### src/rtl/memory_port_arbiter_if.sv
// Bundle of every handshake and bus signal of the arbiter: Fetch side, Memory-stage side and memory-macro side.
// The slave modport is the arbiter's view. The master modport is the environment's view (requesters plus memory).
// Signal names follow the arbiter's external port list; only clock and reset stay outside the bundle.
interface memory_port_arbiter_if #(
  parameter int ADDR_WIDTH = 32
);
  // Fetch path
  logic                  fetchRequest;
  logic [ADDR_WIDTH-1:0] fetchAddress;
  logic                  fetchFlush;
  logic [31:0]           fetchData;
  logic                  fetchDataValid;
  // Memory stage
  logic                  dataRequest;
  logic                  dataWrite;
  logic [ADDR_WIDTH-1:0] dataAddress;
  logic [31:0]           dataStoreData;
  logic [3:0]            dataByteEnable;
  logic [31:0]           loadData;
  logic                  loadDataValid;
  logic                  storeComplete;
  // Memory macro
  logic                  memRequest;
  logic                  memWrite;
  logic [ADDR_WIDTH-1:0] memAddress;
  logic [31:0]           memWriteData;
  logic [3:0]            memByteEnable;
  logic                  memReady;
  logic                  memReadValid;
  logic [31:0]           memReadData;

  modport slave (
    input  fetchRequest, fetchAddress, fetchFlush,
    output fetchData, fetchDataValid,
    input  dataRequest, dataWrite, dataAddress, dataStoreData, dataByteEnable,
    output loadData, loadDataValid, storeComplete,
    output memRequest, memWrite, memAddress, memWriteData, memByteEnable,
    input  memReady, memReadValid, memReadData
  );

  modport master (
    output fetchRequest, fetchAddress, fetchFlush,
    input  fetchData, fetchDataValid,
    output dataRequest, dataWrite, dataAddress, dataStoreData, dataByteEnable,
    input  loadData, loadDataValid, storeComplete,
    input  memRequest, memWrite, memAddress, memWriteData, memByteEnable,
    output memReady, memReadValid, memReadData
  );
endinterface

### src/rtl/memory_port_arbiter.sv
// Shares one single-ported memory between Fetch and Memory stage, one transaction at a time; data has priority, fetch wins after MAX_DATA_STREAK data grants.
// Latency: grant at edge N, memRequest from cycle N+1; response pulse one cycle after memReady (store) or memReadValid (read).
// Backpressure: memRequest and its payload hold until memReady. ARB_PERF_COUNTERS_EN adds grant and conflict counters.
module memory_port_arbiter #(
  parameter int ADDR_WIDTH      = 32,
  parameter int MAX_DATA_STREAK = 4
) (
  input  logic                    i_clock,
  input  logic                    i_reset,
  memory_port_arbiter_if.slave    bus
`ifdef ARB_PERF_COUNTERS_EN
  ,
  output logic [31:0]             o_perfFetchGrants,
  output logic [31:0]             o_perfDataGrants,
  output logic [31:0]             o_perfConflictCycles
`endif
);

  typedef enum logic [2:0] {
    S_IDLE,
    S_ISSUE_F,
    S_ISSUE_D,
    S_WAIT_F,
    S_WAIT_D
  } state_t;

  state_t                r_state;
  logic [3:0]            r_streak;
  logic                  r_squash;
  logic                  r_mem_req;
  logic                  r_mem_wr;
  logic [ADDR_WIDTH-1:0] r_mem_addr;
  logic [31:0]           r_mem_wdat;
  logic [3:0]            r_mem_be;
  logic [31:0]           r_fetch_dat;
  logic                  r_fetch_vld;
  logic [31:0]           r_load_dat;
  logic                  r_load_vld;
  logic                  r_store_done;

  logic w_fetch_ok;
  logic w_streak_full;
  logic w_grant_d;
  logic w_grant_f;

  // A flushed fetch is never granted. Data is refused only when fetch can be granted and the streak limit is reached.
  assign w_fetch_ok    = bus.fetchRequest && !bus.fetchFlush;
  assign w_streak_full = (r_streak == 4'(MAX_DATA_STREAK));
  assign w_grant_d     = (r_state == S_IDLE) && bus.dataRequest && !(w_fetch_ok && w_streak_full);
  assign w_grant_f     = (r_state == S_IDLE) && w_fetch_ok && !w_grant_d;

  // Arbitration FSM. All mem* and response outputs are registered here.
  always_ff @(posedge i_clock) begin
    if (!i_reset) begin
      r_state      <= S_IDLE;
      r_streak     <= 4'd0;
      r_squash     <= 1'b0;
      r_mem_req    <= 1'b0;
      r_mem_wr     <= 1'b0;
      r_mem_addr   <= '0;
      r_mem_wdat   <= 32'd0;
      r_mem_be     <= 4'd0;
      r_fetch_dat  <= 32'd0;
      r_fetch_vld  <= 1'b0;
      r_load_dat   <= 32'd0;
      r_load_vld   <= 1'b0;
      r_store_done <= 1'b0;
    end else begin
      r_fetch_vld  <= 1'b0;
      r_load_vld   <= 1'b0;
      r_store_done <= 1'b0;
      case (r_state)
        S_IDLE: begin
          if (w_grant_d) begin
            r_state    <= S_ISSUE_D;
            r_mem_req  <= 1'b1;
            r_mem_wr   <= bus.dataWrite;
            r_mem_addr <= bus.dataAddress;
            r_mem_wdat <= bus.dataWrite ? bus.dataStoreData : 32'd0;
            r_mem_be   <= bus.dataWrite ? bus.dataByteEnable : 4'd0;
            // The streak only counts grants that made fetch wait. It saturates at the limit.
            if (!bus.fetchRequest) begin
              r_streak <= 4'd0;
            end else if (!w_streak_full) begin
              r_streak <= r_streak + 4'd1;
            end
          end else if (w_grant_f) begin
            r_state    <= S_ISSUE_F;
            r_mem_req  <= 1'b1;
            r_mem_wr   <= 1'b0;
            r_mem_addr <= bus.fetchAddress;
            r_mem_wdat <= 32'd0;
            r_mem_be   <= 4'd0;
            r_squash   <= 1'b0;
            r_streak   <= 4'd0;
          end
        end
        S_ISSUE_F: begin
          // An issued request is never retracted. A flush only marks the return as squashed.
          if (bus.fetchFlush) begin
            r_squash <= 1'b1;
          end
          if (bus.memReady) begin
            r_mem_req <= 1'b0;
            r_state   <= S_WAIT_F;
          end
        end
        S_ISSUE_D: begin
          if (bus.memReady) begin
            r_mem_req <= 1'b0;
            r_mem_wr  <= 1'b0;
            r_mem_be  <= 4'd0;
            if (r_mem_wr) begin
              r_store_done <= 1'b1;
              r_state      <= S_IDLE;
            end else begin
              r_state <= S_WAIT_D;
            end
          end
        end
        S_WAIT_F: begin
          if (bus.memReadValid) begin
            r_state <= S_IDLE;
            if (!r_squash && !bus.fetchFlush) begin
              r_fetch_vld <= 1'b1;
              r_fetch_dat <= bus.memReadData;
            end
          end else if (bus.fetchFlush) begin
            r_squash <= 1'b1;
          end
        end
        S_WAIT_D: begin
          if (bus.memReadValid) begin
            r_load_vld <= 1'b1;
            r_load_dat <= bus.memReadData;
            r_state    <= S_IDLE;
          end
        end
        default: r_state <= S_IDLE;
      endcase
    end
  end

  assign bus.memRequest     = r_mem_req;
  assign bus.memWrite       = r_mem_wr;
  assign bus.memAddress     = r_mem_addr;
  assign bus.memWriteData   = r_mem_wdat;
  assign bus.memByteEnable  = r_mem_be;
  assign bus.fetchData      = r_fetch_dat;
  assign bus.fetchDataValid = r_fetch_vld;
  assign bus.loadData       = r_load_dat;
  assign bus.loadDataValid  = r_load_vld;
  assign bus.storeComplete  = r_store_done;

`ifdef ARB_PERF_COUNTERS_EN
  logic [31:0] r_perf_fetch;
  logic [31:0] r_perf_data;
  logic [31:0] r_perf_conflict;

  // Free-running wrap-around counters of grants and of IDLE cycles where both sides are requesting.
  always_ff @(posedge i_clock) begin
    if (!i_reset) begin
      r_perf_fetch    <= 32'd0;
      r_perf_data     <= 32'd0;
      r_perf_conflict <= 32'd0;
    end else begin
      if (w_grant_f) begin
        r_perf_fetch <= r_perf_fetch + 32'd1;
      end
      if (w_grant_d) begin
        r_perf_data <= r_perf_data + 32'd1;
      end
      if ((r_state == S_IDLE) && bus.fetchRequest && bus.dataRequest) begin
        r_perf_conflict <= r_perf_conflict + 32'd1;
      end
    end
  end

  assign o_perfFetchGrants    = r_perf_fetch;
  assign o_perfDataGrants     = r_perf_data;
  assign o_perfConflictCycles = r_perf_conflict;
`endif

endmodule

### src/flat_wrapper.sv
// flat-port wrapper written by rule: the top's interface ports become plain ports
module memory_port_arbiter_flat 
#(
  parameter int ADDR_WIDTH      = 32,
  parameter int MAX_DATA_STREAK = 4
)
  (i_clock, i_reset, bus_fetchRequest, bus_fetchAddress, bus_fetchFlush, bus_fetchData, bus_fetchDataValid, bus_dataRequest, bus_dataWrite, bus_dataAddress, bus_dataStoreData, bus_dataByteEnable, bus_loadData, bus_loadDataValid, bus_storeComplete, bus_memRequest, bus_memWrite, bus_memAddress, bus_memWriteData, bus_memByteEnable, bus_memReady, bus_memReadValid, bus_memReadData);
  memory_port_arbiter_if #(.ADDR_WIDTH(ADDR_WIDTH)) bus_i ();
  input  logic i_clock;
  input  logic i_reset;
  input wire logic [$bits(bus_i.fetchRequest)-1:0] bus_fetchRequest;
  input wire logic [$bits(bus_i.fetchAddress)-1:0] bus_fetchAddress;
  input wire logic [$bits(bus_i.fetchFlush)-1:0] bus_fetchFlush;
  output wire logic [$bits(bus_i.fetchData)-1:0] bus_fetchData;
  output wire logic [$bits(bus_i.fetchDataValid)-1:0] bus_fetchDataValid;
  input wire logic [$bits(bus_i.dataRequest)-1:0] bus_dataRequest;
  input wire logic [$bits(bus_i.dataWrite)-1:0] bus_dataWrite;
  input wire logic [$bits(bus_i.dataAddress)-1:0] bus_dataAddress;
  input wire logic [$bits(bus_i.dataStoreData)-1:0] bus_dataStoreData;
  input wire logic [$bits(bus_i.dataByteEnable)-1:0] bus_dataByteEnable;
  output wire logic [$bits(bus_i.loadData)-1:0] bus_loadData;
  output wire logic [$bits(bus_i.loadDataValid)-1:0] bus_loadDataValid;
  output wire logic [$bits(bus_i.storeComplete)-1:0] bus_storeComplete;
  output wire logic [$bits(bus_i.memRequest)-1:0] bus_memRequest;
  output wire logic [$bits(bus_i.memWrite)-1:0] bus_memWrite;
  output wire logic [$bits(bus_i.memAddress)-1:0] bus_memAddress;
  output wire logic [$bits(bus_i.memWriteData)-1:0] bus_memWriteData;
  output wire logic [$bits(bus_i.memByteEnable)-1:0] bus_memByteEnable;
  input wire logic [$bits(bus_i.memReady)-1:0] bus_memReady;
  input wire logic [$bits(bus_i.memReadValid)-1:0] bus_memReadValid;
  input wire logic [$bits(bus_i.memReadData)-1:0] bus_memReadData;
  assign bus_i.fetchRequest = bus_fetchRequest;
  assign bus_i.fetchAddress = bus_fetchAddress;
  assign bus_i.fetchFlush = bus_fetchFlush;
  assign bus_fetchData = bus_i.fetchData;
  assign bus_fetchDataValid = bus_i.fetchDataValid;
  assign bus_i.dataRequest = bus_dataRequest;
  assign bus_i.dataWrite = bus_dataWrite;
  assign bus_i.dataAddress = bus_dataAddress;
  assign bus_i.dataStoreData = bus_dataStoreData;
  assign bus_i.dataByteEnable = bus_dataByteEnable;
  assign bus_loadData = bus_i.loadData;
  assign bus_loadDataValid = bus_i.loadDataValid;
  assign bus_storeComplete = bus_i.storeComplete;
  assign bus_memRequest = bus_i.memRequest;
  assign bus_memWrite = bus_i.memWrite;
  assign bus_memAddress = bus_i.memAddress;
  assign bus_memWriteData = bus_i.memWriteData;
  assign bus_memByteEnable = bus_i.memByteEnable;
  assign bus_i.memReady = bus_memReady;
  assign bus_i.memReadValid = bus_memReadValid;
  assign bus_i.memReadData = bus_memReadData;
  memory_port_arbiter #(.ADDR_WIDTH(ADDR_WIDTH), .MAX_DATA_STREAK(MAX_DATA_STREAK)) u_core (.i_clock(i_clock), .i_reset(i_reset), .bus(bus_i));
endmodule
### config.mk
export PLATFORM = sky130hd
export DESIGN_NAME = memory_port_arbiter_flat
export DESIGN_NICKNAME = d
export VERILOG_FILES = /design/src/rtl/memory_port_arbiter_if.sv /design/src/rtl/memory_port_arbiter.sv /design/src/flat_wrapper.sv
export SDC_FILE = /design/constraint.sdc
export NUM_CORES = 1
export LEC_CHECK = 0
export ABC_AREA = 1
export BUFFER_PORTS_ARGS = -buffer_cell sky130_fd_sc_hd__clkbuf_2
export CORE_ASPECT_RATIO = 0.8
export CORE_UTILIZATION = 50
export DETAILED_ROUTE_END_ITERATION = 8
export PLACE_DENSITY = 0.95
export SLEW_MARGIN = 5
export SYNTH_ARGS = -nofsm -noshare
export SYNTH_HDL_FRONTEND = slang
export SYNTH_SLANG_ARGS = --single-unit
export TNS_END_PERCENT = 20
### constraint.sdc
create_clock -name i_clock -period 2.9 [get_ports i_clock]
set_input_delay 0.145 -clock i_clock [delete_from_list [all_inputs] [get_ports i_clock]]
set_output_delay 0.145 -clock i_clock [all_outputs]
set_load 0.05 [all_outputs]
# [Word-level counts from Yosys, hierarchy flattened]
# Index checks and enable logic that the tools add are counted.
[totals] wordCells=91 inputBits=140 register_bits=145
[classes] add_sub_neg=1 reduce_logical=29 eq_ne=14 n_mux=34
[ops] op="$mux W32" count=5
[ops] op="$mux W4" count=7
[ops] op="$mux W3" count=6
[ops] op="$reduce_and A3 Y1" count=6
[ops] op="$pmux W3 S4" count=1
[ops] op="$mux W1" count=11
[ops] op="$ne A2 B2 Y1 const B" count=4
[ops] op="$pmux W4 S2" count=1
[ops] op="$reduce_and A4 Y1" count=2
[ops] op="$logic_and A1 B1 Y1" count=7
[ops] op="$eq A3 B2 Y1 const B" count=2
[ops] op="$ne A2 B1 Y1 const B" count=3
[ops] op="$reduce_and A2 Y1" count=3
[ops] op="$reduce_bool A2 Y1" count=3
[ops] op="$add A4 B1 Y4 const B" count=1
[ops] op="$eq A4 B3 Y1 const B" count=1
[ops] op="$logic_not A1 Y1" count=4
[ops] op="$pmux W1 S2" count=2
[ops] op="$reduce_or A2 Y1" count=2
[ops] op="$eq A3 B1 Y1 const B" count=1
[ops] op="$eq A3 B3 Y1 const B" count=1
[ops] op="$logic_not A3 Y1" count=1
[ops] op="$ne A3 B1 Y1 const B" count=1
[ops] op="$ne A3 B3 Y1 const B" count=1
[ops] op="2 further kinds" count=2

# [Longest topological paths before layout]
# Gate-level depths: netlist (run 1).
[depth] word_depth=10 ltp_mapped=12

# [Worst setup path after synthesis (run 1)]
# OpenSTA, ideal clock, no wires.
[synth_timing] path_kind="flip-flop to flip-flop" start="register u_core.r_streak[0]" end="register u_core.r_mem_addr[0], in the netlist u_core.bus.memAddress[0]" n_path_buf=1 path_stages_with_launch=12 t_arrival_ps=1465 slack_ps=1324 setup_time_ps=111 path_cell_list="dfxtp_1 > inv_1 > ha_1 > nand2_1 > nor2_1 > nand2_1 > nand2_2 > nand2_2 > buf_2 > or2_2 > nand3_1 > inv_1"
[synth_between] elab_chain_len=8 word_cells_on_any_way=9 cone_classes="1 x eq/ne; 1 x mux; 7 x reduce/logical"
[synth_rtl] element="start: declaration" line="memory_port_arbiter.sv:28" rtl="logic [3:0] r_streak;"
[synth_rtl] element="start signal: assignment" line="memory_port_arbiter.sv:85" rtl="r_streak <= r_streak + 4'd1;"
[synth_rtl] element="$eq A4 B3 Y1 *" line="memory_port_arbiter.sv:48" rtl="assign w_streak_full = (r_streak == 4'(MAX_DATA_STREAK));"
[synth_rtl] element="$logic_and A1 B1 Y1 *" line="memory_port_arbiter.sv:49" rtl="assign w_grant_d = (r_state == S_IDLE) && bus.dataRequest && !(w_fetch_ok && w_streak_full);"
[synth_rtl] element="$logic_not A1 Y1 *" line="memory_port_arbiter.sv:49"
[synth_rtl] element="$logic_and A1 B1 Y1 *" line="memory_port_arbiter.sv:49"
[synth_rtl] element="$logic_not A1 Y1" line="memory_port_arbiter.sv:50" rtl="assign w_grant_f = (r_state == S_IDLE) && w_fetch_ok && !w_grant_d;"
[synth_rtl] element="$logic_and A1 B1 Y1" line="memory_port_arbiter.sv:50"
[synth_rtl] element="$reduce_bool A2 Y1 (no line)"
[synth_rtl] element="$reduce_and A2 Y1 (no line)"
[synth_rtl] element="end signal: assignment" line="memory_port_arbiter.sv:78" rtl="r_mem_addr <= bus.dataAddress;"
[synth_rtl] element="end signal: assignment" line="memory_port_arbiter.sv:91" rtl="r_mem_addr <= bus.fetchAddress;"
[synth_rtl] element="end: declaration" line="memory_port_arbiter.sv:32" rtl="logic [ADDR_WIDTH-1:0] r_mem_addr;"
# Mark *: on every way between the ends. The rest lies on a longest branch, timed or not.
# A chain may end at the register's enable or synchronous reset.

# [Worst setup path in the final report (run 1)]
[layout_timing] start="register u_core.r_streak[0]" end="register u_core.r_mem_wdat[21], in the netlist u_core.bus.memWriteData[21]"
[layout_between] elab_chain_len=8 word_cells_on_any_way=9 cone_classes="1 x eq/ne; 1 x mux; 7 x reduce/logical"
[layout_rtl] element="$eq A4 B3 Y1 *" line="memory_port_arbiter.sv:48"
[layout_rtl] element="$logic_and A1 B1 Y1 *" line="memory_port_arbiter.sv:49"
[layout_rtl] element="$logic_not A1 Y1 *" line="memory_port_arbiter.sv:49"
[layout_rtl] element="$logic_and A1 B1 Y1 *" line="memory_port_arbiter.sv:49"
[layout_rtl] element="$logic_not A1 Y1" line="memory_port_arbiter.sv:50"
[layout_rtl] element="$logic_and A1 B1 Y1" line="memory_port_arbiter.sv:50"
[layout_rtl] element="$reduce_bool A2 Y1 (no line)"
[layout_rtl] element="$reduce_and A2 Y1 (no line)"
[layout_rtl] element="end signal: assignment" line="memory_port_arbiter.sv:79" rtl="r_mem_wdat <= bus.dataWrite ? bus.dataStoreData : 32'd0;"
[layout_rtl] element="end: declaration" line="memory_port_arbiter.sv:33" rtl="logic [31:0] r_mem_wdat;"
# Marks and branches as above.

==> metrics.cfg, run 1 <==
[floorplanning]
dieArea_sq_mm=0.01215
core_area_sq_mm=0.01115
die_w_um=123.0
rows=34
initial_core_util_pct=52.51
die_h_um=98.78
io_pins=277

[yosys]
synth_top_family_by_area=simple AND/OR/NAND/NOR gates
synthAdderAreaFrac_pct=0.4275
synthTopCellsByCount=nand2_1, dfxtp_1, nor2_1, inv_1, nand3_1
synth_mux_area_share_pct=0
netlist_instances=789
ys_ff_latch=145
synth_compound_area_share_pct=12.68
synth_simple_gate_area_share_pct=28.09
yosysTopAreaCellShare_pct=49.59
synth_area_sq_mm=0.005853
synth_most_common_cell=nand2_1
yosysUniqueCellTypes=25
synth_seq_area_share_pct=49.59
yosysWarnings=0
synth_area_leader_cell=dfxtp_1
async_flop_share_pct=0
synth_ff_type=dfxtp_1
synth_xor_area_share_pct=0
syn_nets=931
synth_area_per_cell_sq_um=7.418
ys_top_cells_by_area=dfxtp_1, nand2_1, nand3_1
synth_edf_count=0

[critical_path]
cp.depth=11
crit_type=reg2reg
cp.required_ps=3230
critPathCaptureType=flop
r2r-end=u_core.bus.memWriteData[21]
worstSetupStartpointType=flop
cp_slowest_cell=dfxtp_1
rrSetupSlack_ps=760
cp_cell_sequence=inv_1 > ha_1 > nand2_1 > nor2_1 > nand2_1 > nand2_2 > nand2_2 > inv_1 > buf_4 > nand2_1 > a21oi_1
critPathMaxFanout=33
critical_path_buf_inv_count=3
cpPeakStageDelay_ps=340
reg2regPathDepth=11
cp-endpoint=u_core.bus.memWriteData[21]
r2r-start=u_core.r_streak[0]
startpoint=u_core.r_streak[0]
crit_path_frequent_cell=nand2_1
crit_arrival_ps=2470
crit_family=simple AND/OR/NAND/NOR gates

[routing]
ant_nets=0
wl_per_cell_um=13.85
via_count=6352
firstDrtPassIters=5
drt_iter0_markers=346
viasPerCell=5.013
routed_wl_mm=17.55
drc_errors=0

[status]
status=finished, final reports clean

[clocking]
cts_buffers=17
cts_max_path_buffers=2
clkTransAtPathRegs_ps=60
cts_resized=0
clock_latency_ps=410
cts_tree=done
cts_root_buffer=clkbuf_16
clock_sinks=145
cts-htree-levels=4

[global_route]
grt_start_max_net_pins=79
grt-ovfl-total=0
grt_pass1_vias=6004
antenna_found_initial=0
grt_usage_pct=29.37
grt_pass1_wl_mm=28.08

[placed_design]
post-dp-hpwl_mm=10.97
io_buffers=276
place_inst=1172
place.gp.congestion=0.8338

[sta]
fin_skew_ps=12.77
holdWs_ps=8.943
rsz0062_at_grt=false
hold_viol=0
period_share_pct=73.89
final_max_slew_viol_count=0
fin_crit_ps=2143
setup_viol=0
clock.fmax_mhz=466.7
fin_tns_setup_ps=0
worst_pin_slew_ps=717.0
max_slew_margin_pct=52.15

[worst_hold_path]
hp-class=in2reg

[cells_and_area]
area_delta_synth_final_pct=45.77
diodes=0
drive_gt1_share_pct=33.04
fin_cells=1267
fillCellCount=776
nets=1252

[power_and_ir_drop]
p_leak_nw=4.297
p_per_area_mw_per_mm2=962.8
power_mw=8.215
ir_drop_v=0.0005225

[flow_run]
drv_cap=0

==> final cells by class <==
type / count / area (sq um) / area share [%]
clock buffer: 18 / 429.2 / 5.030
sequential: 145 / 2903 / 34.02
clock inverter: 14 / 180.2 / 2.112
timing repair buffer: 350 / 2120 / 24.84
tap: 144 / 180.2 / 2.112
multi-input combinational: 515 / 2416 / 28.32
inverter: 81 / 304.0 / 3.564
==> state kept, by name (all words and copies together), names as in the netlist <==
| signal | count |
|---|---|
| u_core.bus.memRequest | 1 |
| u_core.bus.memAddress | 32 |
| u_core.bus.storeComplete | 1 |
| u_core.r_streak | 4 |
| u_core.r_squash | 1 |
| u_core.bus.fetchDataValid | 1 |
| u_core.bus.memWrite | 1 |
| u_core.bus.fetchData | 32 |
| u_core.bus.memByteEnable | 4 |
| u_core.bus.memWriteData | 32 |
| u_core.r_state | 3 |
| u_core.bus.loadDataValid | 1 |
| u_core.bus.loadData | 32 |
==> timing repair <==
item	in CTS	in global routing
endpoints found under the hold margin	62	1
hold buffers	62	1
setup buffers	0	0
==> kinds of logic after synthesis <==
kind of cell    after synthesis
compound gates              141
fa+ha+maj                     2
flops                       145
buf+inv                     129
simple gates                372
==> cells in the final DEF (no fill, tap or decap), types with 2 or more instances in the layout <==
| master | netlist | routed |
|---|---|---|
| clkinvlp_4 | 0 | 5 |
| clkinv_4 | 0 | 2 |
| or2_2 | 26 | 26 |
| nand3_1 | 72 | 71 |
| clkbuf_2 | 0 | 276 |
| buf_4 | 2 | 9 |
| clkbuf_16 | 0 | 17 |
| ha_1 | 2 | 2 |
| nand2_2 | 11 | 11 |
| a21oi_2 | 9 | 9 |
| nand2_1 | 156 | 156 |
| nor2_1 | 90 | 90 |
| dlygate4sd3_1 | 0 | 63 |
| dfxtp_1 | 145 | 145 |
| nand4_1 | 4 | 4 |
| o21ai_0 | 68 | 68 |
| or2_1 | 7 | 7 |
| nor2_2 | 2 | 2 |
| inv_6 | 0 | 4 |
| buf_12 | 0 | 2 |
| clkinv_1 | 2 | 2 |
| inv_1 | 78 | 78 |
| bufinv_16 | 0 | 3 |
| a21oi_1 | 63 | 63 |
==> worst min-delay path by stage <==
stage / slack [ps] / cells past startpoint / startpoint / endpoint
after floorplan: 280 / 2 / bus_memReadData[0] / u_core.bus.fetchData[0]
after global placement: 380 / 3 / bus_memReadData[25] / u_core.bus.fetchData[25]
after CTS: 1 / 3 / bus_memReadData[1] / u_core.bus.fetchData[1]
final: 9 / 3 / bus_dataStoreData[25] / u_core.bus.memWriteData[25]
after global routing: 10 / 3 / bus_dataStoreData[25] / u_core.bus.memWriteData[25]
after detailed placement: 390 / 3 / bus_dataStoreData[16] / u_core.bus.memWriteData[16]
==> power by group <==
group | switching [mW] | internal (mW) | total, mW
clock network | 0.862 | 1.37 | 2.23
logic | 2.44 | 0.942 | 3.38
registers | 0.222 | 2.38 | 2.61
==> through the flow <==
stage	area [sq um]	worst slack, ps	util, %
final	8532	757.3	76.55
after global routing	8532	502.2	76.55
after global placement	7292	902.6	65.42
after floorplan	5853	1324	-
after CTS	8522	788.2	76.46
after detailed placement	7292	796.2	65.42
==> metal layers <==
metal	wire, um	track usage [%]	vias up	part of all wire [%]
li1	-	-	3145	-
met1	7104	33.80	2829	40
met2	8406	49.74	303	48
met3	1270	7.697	75	7.2
met4	767	15.48	0	4.4
met5	0	0	-	0
==> worst min-delay path: stages <==
cell	delay [ps]
clkbuf_2	100
nand2_2	70
a21oi_2	50
(Power assumes the default switching activity.)
==> run 2, diff against run 1 <==
Settings changed: CORE_UTILIZATION 50 to 46, PLACE_DENSITY 0.95 to 0.91.
Clock period 2.9 ns to 2.08 ns, I/O delays scaled along.
==> run 2 against run 1 <==
Fmax increased by 7.7%. Die area up 8.5%. Sequential cell count did not move. Combinational power increased by 49%. Critical path depth grew 1. Routed wire length up 11%. Sequential share of layout area decreased by 0.90 points. Power up 42%. Final area is 2.8% higher. Via count grew 4.8%. Count of clock-buffer cells in the layout up 2. Global-route usage down 1.1 points. Critical path type unchanged.
==> metrics.cfg, run 2 (synthesis gave the netlist of run 1 again) <==
[placed_design]
place.gp.congestion=0.8461  ; was 0.8338
place_area_sq_mm=0.007375  ; was 0.007292 sq mm
io_buffers=276  ; unchanged
place_inst=1203  ; was 1172
post-dp-hpwl_mm=10.99  ; was 10.97 mm

[sta]
final_max_slew_viol_count=0  ; unchanged
setup_viol=0  ; unchanged
period_share_pct=95.62  ; was 73.89%
fin_skew_ps=8.923  ; was 12.77 ps
hold_viol=0  ; unchanged
max_slew_margin_pct=58.83  ; was 52.15%
clock.fmax_mhz=502.8  ; was 466.7 MHz
worst_pin_slew_ps=617.6  ; was 717.0 ps
holdWs_ps=13.14  ; was 8.943 ps
fin_crit_ps=1989  ; was 2143 ps

[clocking]
clock_latency_ps=410  ; about the same
cts_max_path_buffers=2  ; unchanged
clock_sinks=145  ; unchanged
cts_tree=done  ; unchanged
cts_buffers=17  ; unchanged
cts_root_buffer=clkbuf_16  ; unchanged
cts-htree-levels=4  ; unchanged
clkTransAtPathRegs_ps=60  ; about the same

[floorplanning]
io_pins=277  ; unchanged
dieArea_sq_mm=0.01318  ; was 0.01215 sq mm
initial_core_util_pct=47.60  ; was 52.51%
core_area_sq_mm=0.01230  ; was 0.01115 sq mm
die_h_um=102.9  ; was 98.78 um
die_w_um=128.1  ; was 123.0 um
rows=36  ; was 34

[routing]
via_count=6660  ; was 6352
drc_errors=0  ; unchanged
wl_per_cell_um=14.83  ; was 13.85 um
firstDrtPassIters=5  ; unchanged
ant_nets=0  ; unchanged
routed_wl_mm=19.44  ; was 17.55 mm
drt_iter0_markers=377  ; was 346
viasPerCell=5.080  ; was 5.013

[cells_and_area]
fin_cells=1311  ; was 1267
post-route-cell-area_sq_mm=0.008772  ; was 0.008532 sq mm
area_delta_synth_final_pct=49.87  ; was 45.77%
post-route-util_pct=71.34  ; was 76.55%
final_cell_mix=clkbuf_2, nand2_1, dfxtp_1, nor2_1, inv_1  ; unchanged
drive_gt1_share_pct=33.51  ; was 33.04%
final_common_cell=clkbuf_2  ; unchanged
diodes=0  ; unchanged
fillCellCount=908  ; was 776
nets=1269  ; was 1252

[critical_path]
critPathMaxFanout=17  ; was 33
worstSetupStartpointType=flop  ; unchanged
critPathCaptureType=flop  ; unchanged
crit_arrival_ps=2250  ; was 2470 ps
cp.required_ps=2340  ; was 3230 ps
crit_type=reg2reg  ; unchanged

[power_and_ir_drop]
p_per_area_mw_per_mm2=1333  ; was 962.8 mW/mm^2
p_leak_nw=4.386  ; was 4.297 nW
ir_drop_v=0.0007543  ; was 0.0005225 V
power_mw=11.69  ; was 8.215 mW

[global_route]
grt-ovfl-total=0  ; unchanged
grt_start_max_net_pins=74  ; was 79
grt_pass1_wl_mm=29.37  ; was 28.08 mm
grt_usage_pct=28.27  ; was 29.37%
grt_pass1_vias=6172  ; was 6004
antenna_found_initial=0  ; unchanged

[flow_run]
drv_cap=0  ; unchanged

[status]
status=finished, final reports clean  ; unchanged

[worst_hold_path]
hp-class=in2reg  ; unchanged

==> run 2: layout make-up <==
class                           instances  area (sq um)  share of cell area (%)
Tap cell                              171         214.0                   2.439
Clock buffer                           20         456.7                   5.206
Timing Repair Buffer                  367          2317                   26.42
Clock inverter                         12         132.6                   1.512
Inverter                               81         307.8                   3.509
Sequential cell                       145          2905                   33.12
Multi-Input combinational cell        515          2439                   27.80
==> run 2: worst paths after layout <==
path / startpoint / end / slack [ps] / depth (start not counted)
setup / recovery: u_core.r_streak[0] / u_core.bus.memWriteData[21] / 90 / 12
hold / removal: bus_dataAddress[25] / u_core.bus.memAddress[25] / 10 / 5
setup reg to reg: u_core.r_streak[0] / u_core.bus.memWriteData[21] / 90 / 12
hold reg to reg: u_core.bus.loadData[7] / u_core.bus.loadData[7] / 450 / 2
==> run 2: what timing repair did <==
item                       in CTS  in global routing
gates resized for setup         3                  7
cloned                          0                  1
hold buffers                   74                  0
buffers inserted                0                  1
setup endpoints to repair      33                 60
pin swaps                       0                  1
hold endpoints to repair       96                  0
==> run 2: critical path, cell delays in order (launching register included) <==
cell	delay [ps]
dfxtp_2	360
inv_1	70
ha_1	200
nand2_1	90
nor2_2	50
nand2_1	130
nand2_4	110
nand2_4	110
buf_4	170
clkinvlp_4	160
buf_12	190
nand2_1	100
a21oi_1	90
==> run 2: power breakdown <==
| group | switching (mW) | leakage (nW) | internal (mW) |
|---|---|---|---|
| logic | 3.55 | 2.92 | 1.47 |
| registers | 0.313 | 1.18 | 3.33 |
| clock network | 1.20 | 0.282 | 1.83 |
==> run 2: per-layer routing <==
layer  up-vias  global-route usage [%]  wire, um
met5         -                       0         0
met4         0                   17.29       799
met3        74                   7.940      1587
met2       369                   49.29      9552
met1      3050                   31.09      7505
li1       3167                       -         -
==> run 2: metrics by stage <==
stage	TNS (ps)	setup slack (ps)
2_1_floorplan	0	503.8
3_3_place_gp	0	113.1
3_5_place_dp	-7.877	-7.877
4_1_cts	0	53.43
5_1_grt	-36.31	-20.12
6_report	0	91.18
